[src/rtl/elevator_pkg.sv]
// Shared elevator types: floor indexing, door FSM states and the
// direction-resolver interface types.
package elevator_pkg;

  localparam int NUM_FLOORS_DEFAULT = 7;
  localparam int FLOOR_W            = 3;
  localparam int DWELL_W            = 8;

  typedef logic [FLOOR_W-1:0] floor_t;

  typedef enum logic [1:0] {
    IDLE,
    OPEN,
    CLOSE
  } door_state_e;

  typedef enum logic [1:0] {
    DIR_NONE,
    DIR_UP,
    DIR_DOWN
  } dir_e;

  typedef struct packed {
    logic   valid;
    dir_e   dir;
    floor_t target;
  } dir_cmd_t;

  function automatic logic floor_in_range(input floor_t floor, input int num_floors);
    return int'(floor) < num_floors;
  endfunction

endpackage

[src/rtl/elevator_dwell_timer.sv]
// Door dwell down-counter: load has priority over counting, and the count
// parks at zero until reloaded.
module elevator_dwell_timer
  import elevator_pkg::*;
#(
  parameter int WIDTH = DWELL_W
) (
  input  logic             clk,
  input  logic             rst,
  input  logic             load,
  input  logic [WIDTH-1:0] load_value,
  input  logic             count_en,
  output logic             zero
);

  logic [WIDTH-1:0] count;

  always_ff @(posedge clk) begin
    if (rst) begin
      count <= '0;
    end else if (load) begin
      count <= load_value;
    end else if (count_en && (count != '0)) begin
      count <= count - 1'b1;
    end
  end

  assign zero = (count == '0);

endmodule

[src/rtl/elevator_request_queue.sv]
// Call-button request bitmap plus the door service FSM that consumes a
// pending call when the car stops at that floor.
module elevator_request_queue
  import elevator_pkg::*;
#(
  parameter int NUM_FLOORS   = NUM_FLOORS_DEFAULT,
  parameter int DWELL_CYCLES = 8
) (
  input  logic                  clk,
  input  logic                  rst,
  input  logic                  req_valid,
  input  logic [FLOOR_W-1:0]    req_floor,
  input  logic [FLOOR_W-1:0]    current_floor,
  input  logic                  at_floor,
  output logic [NUM_FLOORS-1:0] queue_status,
  output logic                  stop_req,
  output logic                  door_open,
  output logic                  service_done,
  output logic                  req_reject
);

  door_state_e           state;
  door_state_e           next_state;
  floor_t                service_floor;
  logic [NUM_FLOORS-1:0] queue_next;
  logic                  req_in_range;
  logic                  cur_pending;
  logic                  go_open;
  logic                  svc_hit;
  logic                  timer_load;
  logic                  timer_zero;

  always_comb begin
    req_in_range = floor_in_range(req_floor, NUM_FLOORS);
    cur_pending  = 1'b0;
    for (int i = 0; i < NUM_FLOORS; i++) begin
      if ((current_floor == FLOOR_W'(i)) && queue_status[i]) begin
        cur_pending = 1'b1;
      end
    end
    go_open = (state == IDLE) && at_floor && cur_pending;
    // A repeat call for the floor being served extends the dwell instead of queueing.
    svc_hit = (state == OPEN) && req_valid && (req_floor == service_floor);
  end

  always_comb begin
    next_state = state;
    case (state)
      IDLE:    if (go_open) next_state = OPEN;
      OPEN:    if (!svc_hit && timer_zero) next_state = CLOSE;
      CLOSE:   next_state = IDLE;
      default: next_state = IDLE;
    endcase
  end

  // The clear is applied after the set so a same-cycle request for the served floor is absorbed.
  always_comb begin
    queue_next = queue_status;
    for (int i = 0; i < NUM_FLOORS; i++) begin
      if (req_valid && !svc_hit && (req_floor == FLOOR_W'(i))) begin
        queue_next[i] = 1'b1;
      end
    end
    for (int i = 0; i < NUM_FLOORS; i++) begin
      if (go_open && (current_floor == FLOOR_W'(i))) begin
        queue_next[i] = 1'b0;
      end
    end
  end

  always_ff @(posedge clk) begin
    if (rst) begin
      state         <= IDLE;
      queue_status  <= '0;
      service_floor <= '0;
      stop_req      <= 1'b0;
      door_open     <= 1'b0;
      service_done  <= 1'b0;
      req_reject    <= 1'b0;
    end else begin
      state        <= next_state;
      queue_status <= queue_next;
      if (go_open) begin
        service_floor <= current_floor;
      end
      stop_req     <= (next_state != IDLE);
      door_open    <= (next_state == OPEN);
      service_done <= (next_state == CLOSE);
      req_reject   <= req_valid && !req_in_range;
    end
  end

  assign timer_load = go_open || svc_hit;

  elevator_dwell_timer #(
    .WIDTH(DWELL_W)
  ) u_dwell_timer (
    .clk        (clk),
    .rst        (rst),
    .load       (timer_load),
    .load_value (DWELL_W'(DWELL_CYCLES - 1)),
    .count_en   (state == OPEN),
    .zero       (timer_zero)
  );

endmodule

[config.mk]
export PLATFORM = sky130hd
export DESIGN_NAME = elevator_request_queue
export DESIGN_NICKNAME = d
export VERILOG_FILES = /design/src/rtl/elevator_pkg.sv /design/src/rtl/elevator_dwell_timer.sv /design/src/rtl/elevator_request_queue.sv
export SDC_FILE = /design/constraint.sdc
export NUM_CORES = 1
export LEC_CHECK = 0
export BUFFER_PORTS_ARGS = -buffer_cell sky130_fd_sc_hd__buf_2
export CAP_MARGIN = 0
export CORE_MARGIN = 2
export CORE_UTILIZATION = 25
export DETAILED_ROUTE_END_ITERATION = 10
export GPL_ROUTABILITY_DRIVEN = 0
export HOLD_SLACK_MARGIN = 0.15
export PLACE_DENSITY = 0.51
export SETUP_SLACK_MARGIN = 0.4
export SLEW_MARGIN = 40
export SYNTH_ARGS = -nofsm -noshare
export SYNTH_HDL_FRONTEND = slang
export SYNTH_SLANG_ARGS = --single-unit
[constraint.sdc]
create_clock -name clk -period 1.7 [get_ports clk]
set_input_delay 0.34 -clock clk [delete_from_list [all_inputs] [get_ports clk]]
set_output_delay 0.34 -clock clk [all_outputs]
set_load 0.01 [all_outputs]
==> metrics.json, run 1 <==
{
  "total_i_o_pin_count": {"value": 21},
  "detail_route.wl_per_cell": {"value": 17.0, "unit": "um"},
  "clk-insertion-delay-late": {"value": 270, "unit": "ps"},
  "timing.critical_path.arrival": {"value": 1830, "unit": "ps"},
  "final_common_cell": {"value": "sky130_fd_sc_hd__buf_2"},
  "wire_length_of_the_first_global_routing_pass": {"value": 6420, "unit": "um"},
  "num-nets-final": {"value": 189},
  "drt-pass1-iter-count": {"value": 4},
  "timing.final.crit_share": {"value": 0.974},
  "synth_top_area_share": {"value": 0.397},
  "crit_type": {"value": "flip-flop to flip-flop"},
  "number_of_failing_setup_endpoints_in_the_final_timing_report": {"value": 0},
  "cts_tree": {"value": "built"},
  "rsz0062_at_grt": {"value": "yes"},
  "final_layout_size_suffix_gt1_frac": {"value": 0.557},
  "timing.final.crit_period": {"value": 1660, "unit": "ps"},
  "die_height": {"value": 73.6, "unit": "um"},
  "ys_seq_area_frac": {"value": 0.397},
  "timing.critical_path.required": {"value": 1870, "unit": "ps"},
  "tritoncts_buffers": {"value": 3},
  "finalHoldViolations": {"value": 0},
  "final_worst_clock_skew": {"value": 3.99, "unit": "ps"},
  "syn_area_per_cell": {"value": 9.10, "unit": "um2"},
  "finalWorstSetupSlack": {"value": 44.9, "unit": "ps"},
  "final_cell_mix": {"value": "sky130_fd_sc_hd__buf_2 (20), sky130_fd_sc_hd__buf_4 (18), sky130_fd_sc_hd__dfxtp_1 (14)"},
  "pin_count_of_the_biggest_net_entering_global_routing": {"value": 20},
  "power.density_cell_area": {"value": 859, "unit": "mW/mm2"},
  "clock_tree_buffer_depth": {"value": 2},
  "cts_hold_repair.buffers": {"value": 0},
  "numClockSinks": {"value": 24},
  "core-area": {"value": 0.00469, "unit": "mm2"},
  "synth_enable_flop_cells": {"value": 0},
  "synth.net_count": {"value": 145},
  "post_synth_instance_area": {"value": 0.00121, "unit": "mm2"},
  "cts.clk_slew.worst_paths": {"value": 90, "unit": "ps"},
  "slew_headroom": {"value": 0.659},
  "critPathMaxStageDelay": {"value": 560, "unit": "ps"},
  "grt_antenna_before_repair": {"value": 0},
  "drt_iter0_markers": {"value": 41},
  "die-width": {"value": 73.6, "unit": "um"},
  "leakage_power_of_the_design": {"value": 0.796, "unit": "nW"},
  "buffer_ports.inserted": {"value": 20},
  "clock.fmax": {"value": 604, "unit": "MHz"},
  "place_hpwl": {"value": 2560, "unit": "um"},
  "critical_path.max_fanout": {"value": 3},
  "place.detailed.instances": {"value": 213},
  "status": {"value": "finished, final reports clean"},
  "pre_cts_ws": {"value": -40.2, "unit": "ps"},
  "std_cell_rows": {"value": 25},
  "hold_class": {"value": "primary input to flip-flop"},
  "post_synth_num_cell_types": {"value": 43},
  "grt.overflow.total": {"value": 0},
  "crit_path_start_kind": {"value": "flip-flop"},
  "final_core_util": {"value": 0.413},
  "synthesis_to_finish_area_growth": {"value": 60.1, "unit": "%"},
  "nFillCells": {"value": 471},
  "vdd_drop_max": {"value": 0.000535, "unit": "V"},
  "worst_path_dominant_cell_family": {"value": "simple AND/OR/NAND/NOR gates"},
  "ys_async_sr_fraction": {"value": 0},
  "worst_setup_end_kind": {"value": "flip-flop"},
  "yosys.area.top_type": {"value": "sky130_fd_sc_hd__dfxtp_1"},
  "ant_nets": {"value": 0},
  "routed_wirelength": {"value": 3920, "unit": "um"},
  "avgViaCountPerCell": {"value": 5.43},
  "maxCapViolations": {"value": 0},
  "dr_total_vias": {"value": 1248},
  "synthesis.instances": {"value": 133},
  "die_outline_area": {"value": 0.00541, "unit": "mm2"},
  "track_usage": {"value": 0.152},
  "n_antenna_cell": {"value": 0},
  "yosysWarnings": {"value": 0},
  "power.total": {"value": 0.00166, "unit": "W"},
  "slew_viol_final": {"value": 0},
  "clock_tree.htree_level_count": {"value": 1},
  "crit_buf_inv": {"value": 0},
  "start_util": {"value": 0.258},
  "ys_ff_latch": {"value": 24},
  "timing_worst_slew_pin_value": {"value": 511, "unit": "ps"},
  "ys.flop_type": {"value": "sky130_fd_sc_hd__dfxtp_1"},
  "critical_path.cell_chain": {"value": "or4_4 > nor3_4 > mux2_4 > and3_1"},
  "synth.area.top_cells": {"value": "sky130_fd_sc_hd__dfxtp_1 (40%), sky130_fd_sc_hd__a21oi_1 (5.4%), sky130_fd_sc_hd__mux2_2 (3.7%), sky130_fd_sc_hd__nor3_1 (2.9%), sky130_fd_sc_hd__xnor2_1 (2.9%)"},
  "final_non_filler_cell_total": {"value": 230},
  "cts_root_buf": {"value": "sky130_fd_sc_hd__clkbuf_8"},
  "first_global_vias": {"value": 1321},
  "post-route-drc-count": {"value": 0},
  "timing.critical_path.slowest_stage_cell": {"value": "sky130_fd_sc_hd__or4_4"}
}
-- through the flow --
step	hold WS, ps	instance area (um2)	TNS (ps)
floorplan	458	1300	0
finish	391	1940	0
global route	386	1940	0
global placement	484	1520	-9.87
detailed placement	500	1520	-256
CTS	379	1810	0
-- report_power, final --
part           internal [W]  switching (W)  total, W
Clock              0.000315       0.000197  0.000512
Combinational      0.000264       0.000252  0.000516
Sequential         0.000597      0.0000379  0.000635
-- worst register-to-register path, delay by kind of cell (launching register included) --
| family | cells | cell delay, ps |
|---|---|---|
| flops | 1 | 350 |
| mux | 1 | 320 |
| simple gates | 3 | 900 |
-- worst paths after layout --
check                                end                   start  slack (ps)  cells past startpoint
setup / recovery  u_dwell_timer.count[7]  u_dwell_timer.count[3]          40                      4
hold / removal          service_floor[1]        current_floor[1]         390                      3
setup reg to reg  u_dwell_timer.count[7]  u_dwell_timer.count[3]          40                      4
hold reg to reg          queue_status[2]         queue_status[2]         480                      1
-- layer usage --
metal  GRT usage  up-vias  wire length [um]
met3      0.0247        6               107
met1       0.185      621              1670
met5           0        -                 0
met2       0.281       24              2100
met4      0.0263        0                46
li1            -      597                 -
-- logic make-up (layout without fill, tap and decap cells) --
logic type,count (synthesis),count (layout),share of synthesized area
multiplexers,4,4,0.0372
XOR/XNOR,5,5,0.0362
flip-flops,24,24,0.397
AO/OA/AOI/OAI,40,41,0.229
AND/OR/NAND/NOR,51,51,0.258
adder cells (fa/ha/maj),2,2,0.0207
buffers and inverters,7,49,0.0227
-- repair_timing --
action,CTS,global route
resized for setup,31,19
buffers inserted,9,3
gates cloned,1,0
hold endpoints to repair,0,0
pin swaps,32,11
endpoints found under the setup margin,23,23
-- synthesized netlist by cell type, types with 4 or more instances --
cell type,n
sky130_fd_sc_hd__nor2_1,5
sky130_fd_sc_hd__xnor2_1,4
sky130_fd_sc_hd__nand2_1,5
sky130_fd_sc_hd__a21oi_1,13
sky130_fd_sc_hd__mux2_2,4
sky130_fd_sc_hd__nand2b_1,4
sky130_fd_sc_hd__dfxtp_1,24
sky130_fd_sc_hd__nor2b_1,5
sky130_fd_sc_hd__nor3_1,7
sky130_fd_sc_hd__o21ai_0,4
-- sequential cells by signal (all words and copies together) (netlist names) --
name	count
queue_status	7
service_done	1
u_dwell_timer.count	8
door_open	1
stop_req	1
service_floor	3
req_reject	1
state	2
-- area by class of cell --
type	instances	area (um2)	share of cell area
multi-input combinational	103	1000	0.518
sequential	24	498	0.257
timing repair buffer	42	280	0.145
tap	54	67.6	0.0349
clock buffer	3	41.3	0.0213
clock inverter	1	30.0	0.0155
inverter	3	16.3	0.00840
No activity file was read; power rests on OpenSTA's default activity.
==> run 2: changes to the inputs <==
--- a/config.mk
+++ b/config.mk
@@ -5,6 +5,7 @@
 export SDC_FILE = /design/constraint.sdc
 export NUM_CORES = 1
 export LEC_CHECK = 0
+export ABC_AREA = 1
 export BUFFER_PORTS_ARGS = -buffer_cell sky130_fd_sc_hd__buf_2
 export CAP_MARGIN = 0
 export CORE_MARGIN = 2
==> metrics.json, run 2 <==
{
  "post_synth_instance_area": {"value": 0.00133, "unit": "mm2", "change": "was 0.00121 mm2"},
  "timing_worst_slew_pin_value": {"value": 539, "unit": "ps", "change": "was 511 ps"},
  "buffer_ports.inserted": {"value": 20, "change": "unchanged"},
  "synthMuxAreaShare": {"value": 0, "change": "was 0.0372"},
  "synth_top_area_share": {"value": 0.362, "change": "was 0.397"},
  "total_i_o_pin_count": {"value": 21, "change": "unchanged"},
  "synthesis.instances": {"value": 206, "change": "was 133"},
  "yosys.area.top_type": {"value": "sky130_fd_sc_hd__dfxtp_1", "change": "unchanged"},
  "timing.final.crit_share": {"value": 0.820, "change": "was 0.974"},
  "num-nets-final": {"value": 255, "change": "was 189"},
  "critical_path.max_fanout": {"value": 6, "change": "was 3"},
  "timing.critical_path.arrival": {"value": 1560, "unit": "ps", "change": "was 1830 ps"},
  "reg.largest.list": {"value": "u_dwell_timer.count: 8 flops, queue_status: 7 flops, service_floor: 3 flops", "change": "unchanged"},
  "worst_r2r_endpoint": {"value": "u_dwell_timer.count[3]", "change": "was u_dwell_timer.count[7]"},
  "finalHoldViolations": {"value": 0, "change": "unchanged"},
  "synth_enable_flop_cells": {"value": 0, "change": "unchanged"},
  "final_common_cell": {"value": "sky130_fd_sc_hd__nand2_1", "change": "was sky130_fd_sc_hd__buf_2"},
  "cts_hold_repair.buffers": {"value": 0, "change": "unchanged"},
  "cts_root_buf": {"value": "sky130_fd_sc_hd__clkbuf_8", "change": "unchanged"},
  "clk-insertion-delay-late": {"value": 270, "unit": "ps", "change": "about the same"},
  "slew_headroom": {"value": 0.638, "change": "was 0.659"},
  "pre_cts_ws": {"value": 123, "unit": "ps", "change": "was -40.2 ps"},
  "dr_total_vias": {"value": 1325, "change": "was 1248"},
  "place.detailed.instances": {"value": 293, "change": "was 213"},
  "synth.most_common_cell": {"value": "sky130_fd_sc_hd__nand2_1", "change": "was sky130_fd_sc_hd__dfxtp_1"},
  "drt-pass1-iter-count": {"value": 4, "change": "unchanged"},
  "yosysWarnings": {"value": 0, "change": "unchanged"},
  "place_hpwl": {"value": 2350, "unit": "um", "change": "was 2560 um"},
  "track_usage": {"value": 0.118, "change": "was 0.152"},
  "cts_tree": {"value": "built", "change": "unchanged"},
  "main_combinational_cell_family_by_area_after_synthesis": {"value": "simple AND/OR/NAND/NOR gates", "change": "unchanged"},
  "n_antenna_cell": {"value": 0, "change": "unchanged"},
  "p_int": {"value": 0.000862, "unit": "W", "change": "was 0.00118 W"},
  "ys_ff_latch": {"value": 24, "change": "unchanged"},
  "ant_nets": {"value": 0, "change": "unchanged"},
  "std_cell_rows": {"value": 26, "change": "was 25"},
  "clock_tree.htree_level_count": {"value": 1, "change": "unchanged"},
  "core-area": {"value": 0.00511, "unit": "mm2", "change": "was 0.00469 mm2"},
  "worstHoldPathCells": {"value": 3, "change": "unchanged"},
  "comb_power_share": {"value": 0.172, "change": "was 0.310"},
  "synth_simple_gate_area_frac": {"value": 0.410, "change": "was 0.257"},
  "synth.area.top_cells": {"value": "sky130_fd_sc_hd__dfxtp_1 (36%), sky130_fd_sc_hd__nand2_1 (14%), sky130_fd_sc_hd__nor2_1 (9.9%), sky130_fd_sc_hd__inv_1 (8.8%), sky130_fd_sc_hd__nand3_1 (7.5%)", "change": "was sky130_fd_sc_hd__dfxtp_1 (40%), sky130_fd_sc_hd__a21oi_1 (5.4%), sky130_fd_sc_hd__mux2_2 (3.7%), sky130_fd_sc_hd__nor3_1 (2.9%), sky130_fd_sc_hd__xnor2_1 (2.9%)"},
  "multi_input_gate_area": {"value": 871, "unit": "um2", "change": "was 0.00100 mm2"},
  "syn_area_per_cell": {"value": 6.45, "unit": "um2", "change": "was 9.10 um2"},
  "worst-r2r-cell-count": {"value": 10, "change": "was 4"},
  "largest-register": {"value": "u_dwell_timer.count", "change": "unchanged"},
  "ys_seq_area_frac": {"value": 0.362, "change": "was 0.397"},
  "number_of_failing_setup_endpoints_in_the_final_timing_report": {"value": 0, "change": "unchanged"},
  "final_layout_size_suffix_gt1_frac": {"value": 0.364, "change": "was 0.557"},
  "seqCellArea": {"value": 493, "unit": "um2", "change": "was 498 um2"},
  "final_worst_clock_skew": {"value": 1.81, "unit": "ps", "change": "was 3.99 ps"},
  "final.setup.tns": {"value": 0, "unit": "ps", "change": "unchanged"},
  "largest_reg_flops": {"value": 8, "change": "unchanged"},
  "routed_wirelength": {"value": 3460, "unit": "um", "change": "was 3920 um"},
  "timing.final.crit_period": {"value": 1390, "unit": "ps", "change": "was 1660 ps"},
  "power.share.clock": {"value": 0.335, "change": "was 0.308"},
  "r2r_setup_slack": {"value": 310, "unit": "ps", "change": "was 40 ps"},
  "power.density_cell_area": {"value": 640, "unit": "mW/mm2", "change": "was 859 mW/mm2"},
  "die_height": {"value": 76.9, "unit": "um", "change": "was 73.6 um"},
  "synth.net_count": {"value": 218, "change": "was 145"},
  "synthAdderAreaFrac": {"value": 0.0188, "change": "was 0.0207"},
  "die_outline_area": {"value": 0.00591, "unit": "mm2", "change": "was 0.00541 mm2"},
  "worst_setup_end_kind": {"value": "flip-flop", "change": "unchanged"},
  "grt_antenna_before_repair": {"value": 0, "change": "unchanged"},
  "hold_class": {"value": "primary input to flip-flop", "change": "unchanged"},
  "final_cell_mix": {"value": "sky130_fd_sc_hd__nand2_1 (43), sky130_fd_sc_hd__nor2_1 (31), sky130_fd_sc_hd__inv_1 (26)", "change": "was sky130_fd_sc_hd__buf_2 (20), sky130_fd_sc_hd__buf_4 (18), sky130_fd_sc_hd__dfxtp_1 (14)"},
  "ys_async_sr_fraction": {"value": 0, "change": "unchanged"},
  "avgViaCountPerCell": {"value": 4.25, "change": "was 5.43"},
  "post-route-drc-count": {"value": 0, "change": "unchanged"},
  "status": {"value": "finished, final reports clean", "change": "unchanged"},
  "die-width": {"value": 76.9, "unit": "um", "change": "was 73.6 um"},
  "post_synthesis_compound_gate_area_fraction": {"value": 0.0433, "change": "was 0.229"},
  "seq_pwr_share": {"value": 0.493, "change": "was 0.382"},
  "critical_path.reg2reg.startpoint": {"value": "u_dwell_timer.count[0]", "change": "was u_dwell_timer.count[3]"},
  "drt_iter0_markers": {"value": 50, "change": "was 41"},
  "tritoncts_buffers": {"value": 3, "change": "unchanged"},
  "clock_tree_buffer_depth": {"value": 2, "change": "unchanged"},
  "timing.critical_path.required": {"value": 1870, "unit": "ps", "change": "about the same"},
  "first_global_vias": {"value": 1326, "change": "was 1321"},
  "pin_count_of_the_biggest_net_entering_global_routing": {"value": 15, "change": "was 20"},
  "leakage_power_of_the_design": {"value": 0.952, "unit": "nW", "change": "was 0.796 nW"},
  "p_sw": {"value": 0.000324, "unit": "W", "change": "was 0.000487 W"},
  "grt.overflow.total": {"value": 0, "change": "unchanged"},
  "min_to": {"value": "req_reject", "change": "was service_floor[1]"},
  "start_util": {"value": 0.260, "change": "was 0.258"},
  "power.total": {"value": 0.00119, "unit": "W", "change": "was 0.00166 W"},
  "holdCritStartpoint": {"value": "req_floor[2]", "change": "was current_floor[1]"},
  "finalWorstSetupSlack": {"value": 307, "unit": "ps", "change": "was 44.9 ps"},
  "post_synth_num_cell_types": {"value": 24, "change": "was 43"},
  "nFillCells": {"value": 557, "change": "was 471"},
  "cts.clk_slew.worst_paths": {"value": 90, "unit": "ps", "change": "about the same"},
  "synthesis_to_finish_area_growth": {"value": 39.6, "unit": "%", "change": "was 60.1%"},
  "switching_part_of_the_total_power": {"value": 0.273, "change": "was 0.293"},
  "slew_viol_final": {"value": 0, "change": "unchanged"},
  "final_non_filler_cell_total": {"value": 312, "change": "was 230"},
  "vdd_drop_max": {"value": 0.000352, "unit": "V", "change": "was 0.000535 V"},
  "xor_xnor_fraction_of_synth_area": {"value": 0.0527, "change": "was 0.0362"},
  "rsz0062_at_grt": {"value": "yes", "change": "unchanged"},
  "detail_route.wl_per_cell": {"value": 11.1, "unit": "um", "change": "was 17.0 um"},
  "numClockSinks": {"value": 24, "change": "unchanged"},
  "wire_length_of_the_first_global_routing_pass": {"value": 5790, "unit": "um", "change": "was 6420 um"},
  "synth.top_cells.by_count": {"value": "sky130_fd_sc_hd__nand2_1 (50), sky130_fd_sc_hd__nor2_1 (35), sky130_fd_sc_hd__inv_1 (31), sky130_fd_sc_hd__dfxtp_1 (24), sky130_fd_sc_hd__nand3_1 (20)", "change": "was sky130_fd_sc_hd__dfxtp_1 (24), sky130_fd_sc_hd__a21oi_1 (13), sky130_fd_sc_hd__nor3_1 (7)"},
  "clock.fmax": {"value": 718, "unit": "MHz", "change": "was 604 MHz"},
  "ys.flop_type": {"value": "sky130_fd_sc_hd__dfxtp_1", "change": "unchanged"},
  "crit_type": {"value": "flip-flop to flip-flop", "change": "unchanged"},
  "crit_path_start_kind": {"value": "flip-flop", "change": "unchanged"},
  "maxCapViolations": {"value": 0, "change": "unchanged"}
}
## run 2: cell types whose count changed after synthesis, sizes merged, moves of 7 or more
cell,previous run,this run
nor2,5,38
inv,3,34
a21oi,13,4
xor2,1,8
nand3,3,21
nand2,5,52
## run 2: worst max path at each step
stage / end / slack (ps) / from
after global placement: queue_status[3] / 200 / current_floor[1]
after floorplan: u_dwell_timer.count[2] / 390 / u_dwell_timer.count[0]
after global routing: u_dwell_timer.count[6] / 210 / u_dwell_timer.count[1]
after detailed placement: queue_status[3] / 120 / current_floor[1]
after CTS: queue_status[2] / 370 / state[0]
final: u_dwell_timer.count[3] / 310 / u_dwell_timer.count[0]
## run 2: repair_timing
action / in CTS / in global routing
gates resized for setup: 10 / 42
setup endpoints to repair: 18 / 22
setup buffers: 6 / 8
cloned: 1 / 0
pin swaps: 3 / 10
## run 2: critical path: stages (launching register included)
cell and delay [ps]:
sky130_fd_sc_hd__dfxtp_2 360, sky130_fd_sc_hd__inv_4 50, sky130_fd_sc_hd__ha_4 150, sky130_fd_sc_hd__inv_2 60
sky130_fd_sc_hd__nor3_4 30, sky130_fd_sc_hd__nand2_2 130, sky130_fd_sc_hd__nand2_4 90, sky130_fd_sc_hd__buf_4 150
sky130_fd_sc_hd__nor2_4 70, sky130_fd_sc_hd__xor2_1 150, sky130_fd_sc_hd__nor2_1 50
## run 2: layer usage
metal / vias to the layer above / share of wire / routed length, um / track usage
li1: 712 / - / - / -
met1: 592 / 0.45 / 1560 / 0.141
met2: 17 / 0.51 / 1770 / 0.219
met3: 4 / 0.028 / 96 / 0.0247
met4: 0 / 0.0084 / 29 / 0.0164
met5: - / 0 / 0 / 0
## run 2: area by class of cell
| class | count | share of cell area |
|---|---|---|
| multi-input combinational | 145 | 0.469 |
| tap | 70 | 0.0472 |
| timing repair buffer | 35 | 0.117 |
| clock buffer | 4 | 0.0297 |
| sequential | 24 | 0.266 |
| inverter | 34 | 0.0715 |
## run 2: cells by family (layout without fill, tap and decap cells)
group           count (synthesis)  in the layout
flops                          24             24
compound gates                 11             11
simple gates                  123            124
fa+ha+maj                       2              2
xor+xnor                        8              8
buf+inv                        38             73
## run 2: through the flow
| step | util | hold WS [ps] | instance area, um2 |
|---|---|---|---|
| final | 0.363 | 346 | 1860 |
| after global routing | 0.363 | 375 | 1860 |
| after CTS | 0.324 | 344 | 1660 |
| after detailed placement | 0.299 | 489 | 1530 |
| after global placement | 0.299 | 491 | 1530 |
| after floorplan | - | 460 | 1360 |
## run 2: power groups by stage
stage | Combinational, W | Clock, W | Sequential (W)
detailed placement | 0.000149 | 0 | 0.000598
floorplan | 0.0000990 | 0 | 0.000600
global placement | 0.000149 | 0 | 0.000598
CTS | 0.000165 | 0.000413 | 0.000585
global route | 0.000227 | 0.000435 | 0.000587
finish | 0.000204 | 0.000398 | 0.000585
